<file path="config.mk">
export PLATFORM = sky130hd
export DESIGN_NAME = gmii_tx_arbiter_host
export DESIGN_NICKNAME = d
export VERILOG_FILES = /design/src/rtl/gmii_tx_arbiter_host.sv
export SDC_FILE = /design/constraint.sdc
export NUM_CORES = 1
export LEC_CHECK = 0
export ABC_AREA = 1
export BUFFER_PORTS_ARGS = -buffer_cell sky130_fd_sc_hd__buf_2
export CORE_MARGIN = 1.5
export CORE_UTILIZATION = 27
export CTS_BUF_LIST = sky130_fd_sc_hd__clkbuf_8
export CTS_CLUSTER_SIZE = 25
export DETAILED_ROUTE_END_ITERATION = 7
export HOLD_SLACK_MARGIN = 0.03
export SLEW_MARGIN = 20
export SYNTH_ARGS = -nofsm -noshare
export SYNTH_HDL_FRONTEND = slang
export SYNTH_SLANG_ARGS = --single-unit
</file>
<file path="constraint.sdc">
create_clock -name clk -period 4.6 [get_ports clk]
set_input_delay 1.38 -clock clk [delete_from_list [all_inputs] [get_ports clk]]
set_output_delay 1.38 -clock clk [all_outputs]
set_load 0.01 [all_outputs]
</file>
<file path="src/rtl/gmii_tx_arbiter_host.sv">
// Frame-granular arbiter sharing one GMII TX port between the TSN switch egress (ch0)
// and the management/PTP injector (ch1), with IFG, grant timeout and length cap enforcement.
module gmii_tx_arbiter_host #(
  parameter int unsigned IFG_CYCLES    = 12,
  parameter int unsigned GRANT_TIMEOUT = 64,
  parameter int unsigned MAX_FRAME_CYC = 1530,
  parameter bit          RR_EN         = 1'b1
) (
  input  logic       clk,
  input  logic       rst,
  input  logic       req0,
  output logic       grant0,
  input  logic       dv0,
  input  logic       er0,
  input  logic [7:0] d0,
  input  logic       req1,
  output logic       grant1,
  input  logic       dv1,
  input  logic       er1,
  input  logic [7:0] d1,
  output logic       gmii_tx_en,
  output logic       gmii_tx_er,
  output logic [7:0] gmii_txd,
  output logic       trunc_pulse,
  output logic       timeout_pulse,
  output logic [2:0] dbg_state_o
);

  localparam int TW = $clog2(GRANT_TIMEOUT) + 1;
  localparam int LW = $clog2(MAX_FRAME_CYC) + 1;
  localparam int IW = $clog2(IFG_CYCLES) + 1;

  localparam logic [TW-1:0] TMO_LAST = TW'(GRANT_TIMEOUT - 1);
  localparam logic [LW-1:0] LEN_LAST = LW'(MAX_FRAME_CYC - 1);
  localparam logic [LW-1:0] LEN_MAX  = LW'(MAX_FRAME_CYC);
  localparam logic [IW-1:0] IFG_LAST = IW'(IFG_CYCLES - 1);

  typedef enum logic [2:0] {
    S_IDLE  = 3'd0,
    S_GRANT = 3'd1,
    S_XMIT  = 3'd2,
    S_DRAIN = 3'd3,
    S_IFG   = 3'd4
  } state_t;

  state_t          state_q, state_d;
  logic            sel_ch_q, sel_ch_d;
  logic            gnt_q, gnt_d;
  logic            rr_last_q, rr_last_d;
  logic [TW-1:0]   timer_q, timer_d;
  logic [LW-1:0]   len_q, len_d;
  logic [IW-1:0]   ifg_q, ifg_d;
  logic            tx_en_q, tx_en_d;
  logic            tx_er_q, tx_er_d;
  logic [7:0]      txd_q, txd_d;
  logic            trunc_q, trunc_d;
  logic            timeout_q, timeout_d;

  logic            sel_req, sel_dv, sel_er, win_ch;
  logic [7:0]      sel_txd;

  // Handshake: a source holds req until it sees grant; while granted it owns dv/er/d, and
  // the frame ends when its dv falls. Inputs of the other channel never reach the output.
  assign sel_req = sel_ch_q ? req1 : req0;
  assign sel_dv  = sel_ch_q ? dv1  : dv0;
  assign sel_er  = sel_ch_q ? er1  : er0;
  assign sel_txd = sel_ch_q ? d1   : d0;

  // Tie goes to the channel not served last (round-robin) or to ch0 (fixed).
  assign win_ch = (req1 && !req0) || (req0 && req1 && RR_EN && !rr_last_q);

  always_comb begin
    state_d   = state_q;
    sel_ch_d  = sel_ch_q;
    gnt_d     = gnt_q;
    rr_last_d = rr_last_q;
    timer_d   = timer_q;
    len_d     = len_q;
    ifg_d     = ifg_q;
    tx_en_d   = 1'b0;
    tx_er_d   = 1'b0;
    txd_d     = 8'h00;
    trunc_d   = 1'b0;
    timeout_d = 1'b0;
    unique case (state_q)
      S_IDLE: begin
        if (req0 || req1) begin
          sel_ch_d = win_ch;
          gnt_d    = 1'b1;
          timer_d  = '0;
          state_d  = S_GRANT;
        end
      end
      S_GRANT: begin
        if (sel_dv) begin
          tx_en_d = 1'b1;
          tx_er_d = sel_er;
          txd_d   = sel_txd;
          len_d   = LW'(1);
          state_d = S_XMIT;
        end else if (!sel_req) begin
          gnt_d   = 1'b0;
          ifg_d   = '0;
          state_d = S_IFG;
        end else if (timer_q == TMO_LAST) begin
          gnt_d     = 1'b0;
          timeout_d = 1'b1;
          ifg_d     = '0;
          state_d   = S_IFG;
        end else begin
          timer_d = timer_q + TW'(1);
        end
      end
      S_XMIT: begin
        if (!sel_dv) begin
          gnt_d     = 1'b0;
          rr_last_d = sel_ch_q;
          ifg_d     = '0;
          state_d   = S_IFG;
        end else begin
          tx_en_d = 1'b1;
          tx_er_d = sel_er;
          txd_d   = sel_txd;
          // The cycle that hits the length cap goes out poisoned with er.
          if (len_q == LEN_LAST) begin
            tx_er_d = 1'b1;
            trunc_d = 1'b1;
            state_d = S_DRAIN;
          end
          if (len_q != LEN_MAX) len_d = len_q + LW'(1);
        end
      end
      S_DRAIN: begin
        if (!sel_dv) begin
          gnt_d     = 1'b0;
          rr_last_d = sel_ch_q;
          ifg_d     = '0;
          state_d   = S_IFG;
        end
      end
      S_IFG: begin
        if (ifg_q == IFG_LAST) state_d = S_IDLE;
        else                   ifg_d   = ifg_q + IW'(1);
      end
      default: state_d = S_IDLE;
    endcase
  end

  always_ff @(posedge clk) begin
    if (rst) begin
      state_q   <= S_IDLE;
      sel_ch_q  <= 1'b0;
      gnt_q     <= 1'b0;
      rr_last_q <= 1'b1;
      timer_q   <= '0;
      len_q     <= '0;
      ifg_q     <= '0;
      tx_en_q   <= 1'b0;
      tx_er_q   <= 1'b0;
      txd_q     <= 8'h00;
      trunc_q   <= 1'b0;
      timeout_q <= 1'b0;
    end else begin
      state_q   <= state_d;
      sel_ch_q  <= sel_ch_d;
      gnt_q     <= gnt_d;
      rr_last_q <= rr_last_d;
      timer_q   <= timer_d;
      len_q     <= len_d;
      ifg_q     <= ifg_d;
      tx_en_q   <= tx_en_d;
      tx_er_q   <= tx_er_d;
      txd_q     <= txd_d;
      trunc_q   <= trunc_d;
      timeout_q <= timeout_d;
    end
  end

  assign grant0        = gnt_q & ~sel_ch_q;
  assign grant1        = gnt_q & sel_ch_q;
  assign gmii_tx_en    = tx_en_q;
  assign gmii_tx_er    = tx_er_q;
  assign gmii_txd      = txd_q;
  assign trunc_pulse   = trunc_q;
  assign timeout_pulse = timeout_q;
  assign dbg_state_o   = state_q;

endmodule

</file>
== Word level (Yosys, flattened, before mapping) ==
Index checks and enable logic that the tools add are counted.

* $add $sub $neg: 3
* Reduce and logical (&&, ||, !) cells: 25
* Eq/ne operators: 22
* Bitwise gates (word level): 8
* Muxes and demuxes: 41

{| class="wikitable"
|+ Operators with widths
! operator !! count
|-
| $mux W12 || 3
|-
| $mux W7 || 4
|-
| $mux W5 || 5
|-
| $mux W3 || 8
|-
| $pmux W12 S2 || 1
|-
| $ne A2 B2 Y1 const B || 11
|-
| $reduce_and A5 Y1 || 4
|-
| $pmux W3 S5 || 1
|-
| $pmux W5 S3 || 1
|-
| $mux W1 || 14
|-
| $pmux W7 S2 || 1
|-
| $add A12 B1 Y12 const B || 1
|-
| $eq A12 B11 Y1 const B || 1
|-
| $ne A12 B11 Y1 const B || 1
|-
| $mux W8 || 1
|-
| $add A7 B1 Y7 const B || 1
|-
| $eq A7 B6 Y1 const B || 1
|-
| $eq A3 B2 Y1 const B || 2
|-
| $ne A3 B3 Y1 const B || 2
|-
| $not A1 Y1 || 6
|-
| $reduce_bool A3 Y1 || 2
|-
| $reduce_or A2 Y1 || 3
|-
| $reduce_or A3 Y1 || 2
|-
| $add A5 B1 Y5 const B || 1
|-
| other kinds (15) || 22
|}

* Logic and storage cells: 111
* Flip-flop bits (word level): 42

== Depth between registers and ports, before layout ==
Gate-level depths: netlist of run 1.

* Word-level depth: 5
* Depth in mapped cells: 11
* Depth with buffers taken out: 11

== Worst setup path before layout of run 1 ==
OpenSTA, ideal clock, no wires.

* Path kind: input-to-reg
* From: input port dv1
* To: register len_q[0]
* Slack: 2,330 ps
* Cell stages on the path: 8
* Buffers on the path: 1
* Data arrival time: 2,154 ps
* Path through: nand2_1 -> nand2_2 -> nand2_4 -> nand2_4 -> nand2_4 -> buf_6 -> nor3_1 -> nor2_1

* Word-level cells in the longest chain between the ends: 3

{| class="wikitable"
|+ Ends and longest elaborated chain
! what !! RTL line !! source
|-
| from (decl) || 18 || <nowiki>input logic dv1,</nowiki>
|-
| $mux W1 * || 65 || <nowiki>assign sel_dv = sel_ch_q ? dv1 : dv0;</nowiki>
|-
| $ne A2 B2 Y1 (no source line) || - ||
|-
| $reduce_and A4 Y1 (no source line) * || - ||
|-
| to (signal assigned) || 169 || <nowiki>len_q <= len_d;</nowiki>
|-
| to (decl) || 51 || <nowiki>logic [LW-1:0] len_q, len_d;</nowiki>
|}

Every way passes the cells marked *; elsewhere a longest branch is shown, timed or not.
A chain may end at the register's enable or synchronous reset.

== Final worst setup path of run 1 ==
* From: register sel_ch_q
* To: output port grant1

* Word-level cells in the longest chain between the ends: 1

{| class="wikitable"
|+ Ends and longest elaborated chain
! what !! RTL line !! source
|-
| from (decl) || 47 || <nowiki>logic sel_ch_q, sel_ch_d;</nowiki>
|-
| from (signal assigned) || 165 || <nowiki>sel_ch_q <= sel_ch_d;</nowiki>
|-
| $and A1 B1 Y1 || 180 || <nowiki>assign grant1 = gnt_q & sel_ch_q;</nowiki>
|-
| to (decl) || 17 || <nowiki>output logic grant1,</nowiki>
|}

Every way passes these cells.

==> flow_summary.toml, run 1 <==
[outcome]
status = "complete, no violations"

[timing]
hold_viol = 0
finalClockSkew_ns = 0.00538
post-route-period-util = 0.565
min_period_ns = 2.60
layout_setup_ws_ns = 2.00
setup_viol = 0
fin_setup_tns_ns = 0
worst_slew_pin_slew_ns = 0.513
maxClockFrequency_ghz = 0.385
drv_slew = 0
slew_headroom = 0.657
rsz0062_at_grt = "false"

[routing]
firstDrtPassIters = 5
met2_wirelength_um = 2220
wl_per_cell_um = 10.4
drt_iter0_markers = 115
met3_length_um = 318
avgViaCountPerCell = 4.45
drc_errors = 0
vias = 2262
top_layer = "met4"
wl_met1_um = 2660
ant_nets = 0
routed_wl_um = 5270

[die]
die_h_um = 96.2
die_area_um2 = 9250
die_w_um = 96.2
core_area_um2 = 8300
ios = 41
start_util = 0.283
row_count = 33

[synth]
ys_warn_count = 0
syn_area_um2 = 2340
netlist_top_cells_area = "dfxtp_1 36%, nand2_1 16%, nor2_1 11%"
synth_top_cell_by_area = "dfxtp_1"
syn_nets = 390
yosysTopAreaCellShare = 0.359
syn_area_per_cell_um2 = 6.50
synth.distinct_cells = 27
synthCells = 361
synth-seq-cells = 42
seq_area_frac_synth = 0.359

[critical_path]
reg2reg_depth = 9
path_depth = 3
r2r_slack_ns = 2.65
path_max_fanout = 15
worst_path_largest_cell_delay_ns = 0.65
path_buf_inv = 2
critical_path_arrival_ns = 1.22
critPathSlowestCell = "dfxtp_1"
critical_path_class = "reg -> out"
r2r_start = "sel_ch_q"
critical_path.top_delay_family = "flip-flops"
worstSetupEndpointType = "output pin"
rr_endpoint = "timer_q[4]"
required_ns = 3.22
cp-endpoint = "grant1"
crit_chain = "nand2_1 > inv_1 > buf_2"
startpoint_type = "flip-flop"
startpoint = "sel_ch_q"

[power_and_ir_drop]
p_leak_nw = 1.19
powerDensity_nw_per_um2 = 436
ir_worst_vdd_mv = 0.108

[placement]
gp_congestion = 0.837
hpwl_um = 3940
port-buffer-count = 40
dp_slack_ns = 2.05
dp.cells = 500

[run]
cap_viol_max_count = 0

[clock_tree]
postCtsSetupBuffers = 0
clkTransAtPathRegs_ns = 0.08
holdBufCountCts = 0
cts-root-buf = "clkbuf_8"
numCtsBuffers = 5
clockBufferDepth = 2
cts_resized = 0
cts_htree_levels = 2
cts_tree = "yes"
cts_sinks = 42
clk_latency_ns = 0.29

[global_routing]
grt_usage = 0.120
grt_max_degree = 20
antenna_found_initial = 0
grt_pass1_vias = 2018
overflow = 0
grt_pass1_wl_um = 8900

[final_layout]
nFillCells = 904
stdcell_count = 508
area_growth_pct = 16.7
num-nets-final = 431
diodes = 0
drive_gt1_frac = 0.181
postLayoutCoreUtil = 0.330

[hold_path]
hp-class = "reg -> reg"
hold_path.startpoint = "timer_q[6]"
==> worst reg2reg max path, stage by stage, from the launching register on <==
cell     delay (ns)
dfxtp_1        0.65
inv_2          0.22
nand2_1        0.12
nand2_2        0.15
nor2_2         0.16
nand3_2        0.13
nand2_4        0.14
inv_2          0.07
o21ai_0        0.15
nor2_1         0.05
==> cell usage after synthesis <==
cell type  number
o311ai_0        1
buf_2           1
nand3_1        22
nand3b_1        2
inv_2           7
nor3b_1         2
nor2_2          4
inv_4           1
clkbuf_1        4
nor3_1          4
xnor2_1         2
dfxtp_1        42
nand4_1         8
inv_1          31
buf_6           1
a31oi_1         1
nor2_4          2
nand3_2         1
a21oi_1        31
ha_1            5
o21ai_0        12
o21ai_1         1
nor2_1         67
nand2_4         6
nand3_4         2
nand2_1        98
nand2_2         3
==> metal layers <==
layer | GRT usage | vias up
met5 | 0 | -
met4 | 0.0368 | 0
met3 | 0.0229 | 8
met2 | 0.196 | 50
met1 | 0.158 | 973
li1 | - | 1231
==> area by class of cell <==
type	count	area, µm²	share of cell area
Timing Repair Buffer	40	200	0.0732
Clock inverter	2	8.76	0.00320
Clock buffer	6	82.6	0.0302
Multi-Input combinational cell	274	1320	0.484
Inverter	39	149	0.0544
Tap cell	105	131	0.0480
Sequential cell	42	841	0.307
==> worst min path at each step <==
stage	endpoint	cells after the start
after CTS	timer_q[6]	2
after global placement	timer_q[3]	2
after detailed placement	timer_q[6]	2
after global routing	timer_q[6]	2
after floorplan	timer_q[3]	2
final	timer_q[6]	2
==> kinds of logic after synthesis <==
family / count (synthesis) / synth area share
adder cells (fa/ha/maj): 5 / 0.0267
AND/OR/NAND/NOR: 221 / 0.430
flip-flops: 42 / 0.359
AO/OA/AOI/OAI: 46 / 0.100
XOR/XNOR: 2 / 0.00747
buffers and inverters: 45 / 0.0768
==> state kept, by name (all words and copies together), names as in the netlist <==
register       cells
gnt_q              1
len_q             12
gmii_txd           8
gmii_tx_en         1
timer_q            7
ifg_q              5
rr_last_q          1
trunc_pulse        1
dbg_state_o        3
gmii_tx_er         1
sel_ch_q           1
timeout_pulse      1
==> metrics by stage <==
step	area, µm²	hold slack, ns	power (mW)
detailed placement	2650	0.468	0.958
floorplan	2340	0.440	0.847
CTS	2740	0.480	1.21
finish	2740	0.481	1.19
global route	2740	0.501	1.31
global placement	2650	0.459	0.957
==> where the power goes <==
part / switching, mW / internal, mW
clock: 0.129 / 0.119
sequential: 0.0569 / 0.416
combinational: 0.314 / 0.158
==> cells in the final DEF (no fill, tap or decap), types with 3 or more instances in the layout <==
master	n
a21oi_1	31
buf_2	40
clkbuf_8	6
dfxtp_1	42
ha_1	5
inv_1	32
inv_2	7
nand2_1	98
nand2_2	3
nand2_4	6
nand3_1	22
nand4_1	8
nor2_1	67
nor2_2	4
nor3_1	4
o21ai_0	12
Note: power is estimated with default switching activity, not from simulation.
==> run 2, diff against run 1 <==
==> constraint.sdc (replaced) <==
create_clock -name clk -period 2.5 [get_ports clk]
set_input_delay 0.75 -clock clk [delete_from_list [all_inputs] [get_ports clk]]
set_output_delay 0.75 -clock clk [all_outputs]
set_load 0.01 [all_outputs]
==> run 2 against run 1 <==
Against the previous run: via count increased by 0.44%; flip-flop and latch count did not move; count of clock-buffer cells in the layout unchanged; power rose by 85%; critical path type is now reg -> reg; critical endpoint is now ifg_q[0]; largest cell class unchanged.
==> flow_summary.toml, run 2 (synthesis results as in run 1) <==
[outcome]
status = "complete, no violations"

[timing]
rsz0062_at_grt = "false"
slew_headroom = 0.691
hold_viol = 0
worst_slew_pin_slew_ns = 0.463
maxClockFrequency_ghz = 0.564
min_period_ns = 1.77
fin_setup_tns_ns = 0
drv_slew = 0
layout_setup_ws_ns = 0.726
finalClockSkew_ns = 0.00740
setup_viol = 0
holdWs_ns = 0.486
post-route-period-util = 0.710

[critical_path]
r2r_slack_ns = 0.73
worstSetupEndpointType = "flip-flop"
path_max_fanout = 8
critical_path_class = "reg -> reg"
required_ns = 2.69
critical_path_arrival_ns = 1.97
startpoint_type = "flip-flop"

[routing]
wl_met1_um = 2740
drt_iter0_markers = 141
avgViaCountPerCell = 4.45
firstDrtPassIters = 4
vias = 2272
wl_per_cell_um = 10.6
ant_nets = 0
top_layer = "met4"
routed_wl_um = 5420
met3_length_um = 286
met2_wirelength_um = 2340
drc_errors = 0

[power_and_ir_drop]
total_power_mw = 2.20
powerDensity_nw_per_um2 = 801
p_leak_nw = 1.20
ir_worst_vdd_mv = 0.244

[die]
core_area_um2 = 8300
die_area_um2 = 9250
start_util = 0.283
row_count = 33
die_h_um = 96.2
die_w_um = 96.2
ios = 41

[placement]
dp_slack_ns = 0.608
dp.cells = 502
port-buffer-count = 40
placed_cell_area_um2 = 2660
gp_congestion = 0.831
hpwl_um = 4060

[clock_tree]
clk_latency_ns = 0.29
holdBufCountCts = 0
cts_htree_levels = 2
postCtsSetupBuffers = 0
cts_sinks = 42
cts-root-buf = "clkbuf_8"
cts_resized = 0
clkTransAtPathRegs_ns = 0.08
cts_tree = "yes"
numCtsBuffers = 5
clockBufferDepth = 2

[global_routing]
grt_pass1_wl_um = 8990
grt_pass1_vias = 2039
antenna_found_initial = 0
grt_max_degree = 19
grt_usage = 0.124
overflow = 0

[final_layout]
diodes = 0
largest_reg_flops = 12
final_common_cell = "nand2_1"
top_register = "len_q"
postLayoutCoreUtil = 0.332
num-nets-final = 433
drive_gt1_frac = 0.185
stdcell_count = 510
most-common-layout-cells = "98 x nand2_1, 67 x nor2_1, 42 x dfxtp_1"
area_growth_pct = 17.3
postLayoutCellArea_um2 = 2750

[hold_path]
hp-class = "reg -> reg"

[run]
cap_viol_max_count = 0
[run 2: final timing paths]
path,start,endpoint,cells after the start
setup reg to reg,timer_q[0],ifg_q[0],10
hold / removal,ifg_q[4],ifg_q[4],2
hold reg to reg,ifg_q[4],ifg_q[4],2
setup / recovery,timer_q[0],ifg_q[0],10
[run 2: final cells by class]
cell class                      count  area [µm²]
Clock buffer                        6        82.6
Clock inverter                      2        8.76
Fill cell                         921        5550
Inverter                           39         149
Multi-Input combinational cell    274        1320
Sequential cell                    42         841
Tap cell                          105         131
Timing Repair Buffer               42         215
[run 2: power by group]
part	leakage (nW)	switching, mW	internal (mW)
sequential	0.341	0.0965	0.766
clock	0.0524	0.234	0.219
combinational	0.809	0.593	0.295
total	1.20	0.924	1.28
[run 2: layer usage]
layer,global-route usage,vias to the layer above
li1,-,1231
met1,0.158,985
met2,0.204,52
met3,0.0221,4
met4,0.0576,0
met5,0,-
[run 2: critical path: stages (launching register included)]
cell and delay (ns):
dfxtp_1 0.37, ha_1 0.19, nand2_1 0.08, nor2_1 0.22
nand2_1 0.16, nand2_1 0.11, nand2_1 0.05, nand2_1 0.16
nand2_4 0.11, o21ai_0 0.16, nor2_1 0.05
==> run 3, diff against run 2 <==
--- a/config.mk
+++ b/config.mk
@@ -5,7 +5,7 @@
 export SDC_FILE = /design/constraint.sdc
 export NUM_CORES = 1
 export LEC_CHECK = 0
-export ABC_AREA = 1
+export ABC_AREA = 0
 export BUFFER_PORTS_ARGS = -buffer_cell sky130_fd_sc_hd__buf_2
 export CORE_MARGIN = 1.5
 export CORE_UTILIZATION = 27
==> constraint.sdc (replaced) <==
create_clock -name clk -period 1.5 [get_ports clk]
set_input_delay 0.45 -clock clk [delete_from_list [all_inputs] [get_ports clk]]
set_output_delay 0.45 -clock clk [all_outputs]
set_load 0.01 [all_outputs]
==> run 3 against run 2 <==
Against the previous run: the run now ends with setup timing left; setup slack got worse by 0.94 ns; critical path depth fell by 6; combinational power fell by 7.3%; wire length rose by 8.5%; sequential share of layout area fell by 3.9 points; power rose by 28%; die area fell by 13%; flip-flop and latch count did not move; fmax rose by 3.6%; utilization rose by 11 points; largest cell class unchanged.
==> flow_summary.toml, run 3 <==
[final_layout]
drive_gt1_frac = 0.489
nFillCells = 746
num-nets-final = 361
regArea_um2 = 862
area_growth_pct = 58.7
postLayoutCoreUtil = 0.443
most-common-layout-cells = "50 x buf_4, 39 x buf_2, 35 x dfxtp_1"
final_common_cell = "buf_4"
multiInputGateArea_um2 = 1450
postLayoutCellArea_um2 = 3230
top_register = "len_q"
largest_reg_flops = 12
diodes = 0

[synth]
synth_compound_area_frac = 0.165
synthSimpleGateAreaFrac = 0.257
syn_nets = 264
syn_area_um2 = 2040
synth_top_family_by_area = "simple AND/OR/NAND/NOR gates"
yosysTopAreaCellShare = 0.413
syn_area_per_cell_um2 = 8.67
synth_fa_ha_area_frac = 0.0307
synth_top_cell_by_area = "dfxtp_1"
synthMuxAreaShare = 0.0866
yosys_most_used_dff = "dfxtp_1"
seq_area_frac_synth = 0.413
yosysMostFrequentCell = "dfxtp_1"
synth.distinct_cells = 47
synthCells = 235
synth_edf_count = 0
ys_warn_count = 0
synth_xor_area_frac = 0.00860
synthArstFlopShare = 0
synth-seq-cells = 42
yosys-top-cells-count = "42 x dfxtp_1, 28 x nand2_1, 15 x nor2_1, 14 x mux2i_1, 13 x a21oi_1"
netlist_top_cells_area = "dfxtp_1 41%, mux2i_1 6.9%, nand2_1 5.2%"

[global_routing]
overflow = 0
grt_max_degree = 16
grt_pass1_vias = 2095
antenna_found_initial = 0
grt_pass1_wl_um = 9630
grt_usage = 0.144

[critical_path]
critical_path.top_delay_family = "compound AO/OA/AOI/OAI gates"
rr_endpoint = "len_q[0]"
path_buf_inv = 0
path_max_fanout = 7
r2r_slack_ns = -0.21
r2r_start = "sel_ch_q"
worstSetupEndpointType = "flip-flop"
startpoint_type = "flip-flop"
critical_path_class = "reg -> reg"
worst_path_largest_cell_delay_ns = 0.49
crit_chain = "mux2i_4 > or3_2 > a21o_1 > a221oi_1"
critical_path_arrival_ns = 1.91
critPathSlowestCell = "or3_2"
reg2reg_depth = 4
startpoint = "sel_ch_q"
required_ns = 1.69

[clock_tree]
clockBufferDepth = 2
cts_htree_levels = 2
cts_tree = "yes"
numCtsBuffers = 5
holdBufCountCts = 0
cts_sinks = 42
clkTransAtPathRegs_ns = 0.09
cts-root-buf = "clkbuf_8"
clk_latency_ns = 0.30

[routing]
drt_iter0_markers = 87
drc_errors = 0
routed_wl_um = 5880
vias = 2154
wl_per_cell_um = 13.6
ant_nets = 0
avgViaCountPerCell = 4.99
firstDrtPassIters = 4

[timing]
post-route-period-util = 1.14
worst_slew_pin_slew_ns = 0.339
rsz0062_at_grt = "true"
slew_headroom = 0.771
setup_viol = 24
min_period_ns = 1.71
layout_setup_ws_ns = -0.212
finalClockSkew_ns = 0.00787
hold_viol = 0
maxClockFrequency_ghz = 0.584
drv_slew = 0

[die]
start_util = 0.279
die_w_um = 89.9
row_count = 31
ios = 41
core_area_um2 = 7290
die_area_um2 = 8070
die_h_um = 89.9

[outcome]
violations = "setup timing"
status = "complete, but fails checks"

[placement]
placed_cell_area_um2 = 2780
port-buffer-count = 40
gp_congestion = 0.753
dp_slack_ns = -0.327
hpwl_um = 3960

[power_and_ir_drop]
ir_worst_vdd_mv = 0.391
p_leak_nw = 1.30
powerDensity_nw_per_um2 = 872

[hold_path]
min_to = "gmii_txd[0]"
hold_path.startpoint = "d0[0]"
hold_depth = 3
hp-class = "in -> reg"

[run]
cap_viol_max_count = 0
run 3: cell families after synthesis:
logic type,Yosys count
AOI/OAI and AO/OA,49
xor gates and xnor gates,2
muxes,17
and+or+nand+nor,101
adders and majority gates,5
DFF,42
buffers and inverters,19
run 3: report_power, final:
group          switching, mW  internal, mW
clock                  0.446         0.337
combinational          0.396         0.427
sequential            0.0480          1.17
total                  0.889          1.93
run 3: layer usage:
metal  wire length (µm)  global-route usage
met1               2520               0.172
met3                281              0.0338
met5                  0                   0
met4                 59              0.0476
met2               3020               0.255
run 3: per-stage QoR:
step	power [mW]	setup TNS [ns]	instances	hold slack [ns]
after floorplan	1.63	-2.61	235	0.421
after global placement	1.88	-5.85	414	0.435
after detailed placement	1.89	-6.56	414	0.443
after CTS	2.76	-2.20	428	0.389
after global routing	2.96	-3.43	432	0.394
final	2.82	-1.98	432	0.395
run 3: timing repair:
item | in CTS | in global routing
gates resized for setup | 27 | 37
setup buffers | 3 | 5
setup endpoints to repair | 40 | 42
gates cloned | 3 | 1
pin swaps | 4 | 13
run 3: worst reg2reg max path, stage by stage, from the launching register on:
cell and delay (ns):
dfxtp_4 0.39, mux2i_4 0.21, or3_2 0.49, a21o_1 0.21
a221oi_1 0.30
run 3: how the worst max path moves through the flow:
stage | end | slack [ns] | cells after the start
6_report | len_q[0] | -0.21 | 4
5_1_grt | len_q[0] | -0.26 | 5
4_1_cts | len_q[8] | -0.16 | 4
3_5_place_dp | len_q[7] | -0.33 | 5
3_3_place_gp | len_q[7] | -0.29 | 5
2_1_floorplan | len_q[7] | -0.20 | 6
run 3: layout make-up:
cell class              instances  share of cell area
clock buffers                   5              0.0213
multi-input cells             178               0.447
repair buffers                 98               0.211
inverters                       7             0.00813
clock inverters                 3             0.00774
well taps                      99              0.0383
flip-flops and latches         42               0.267
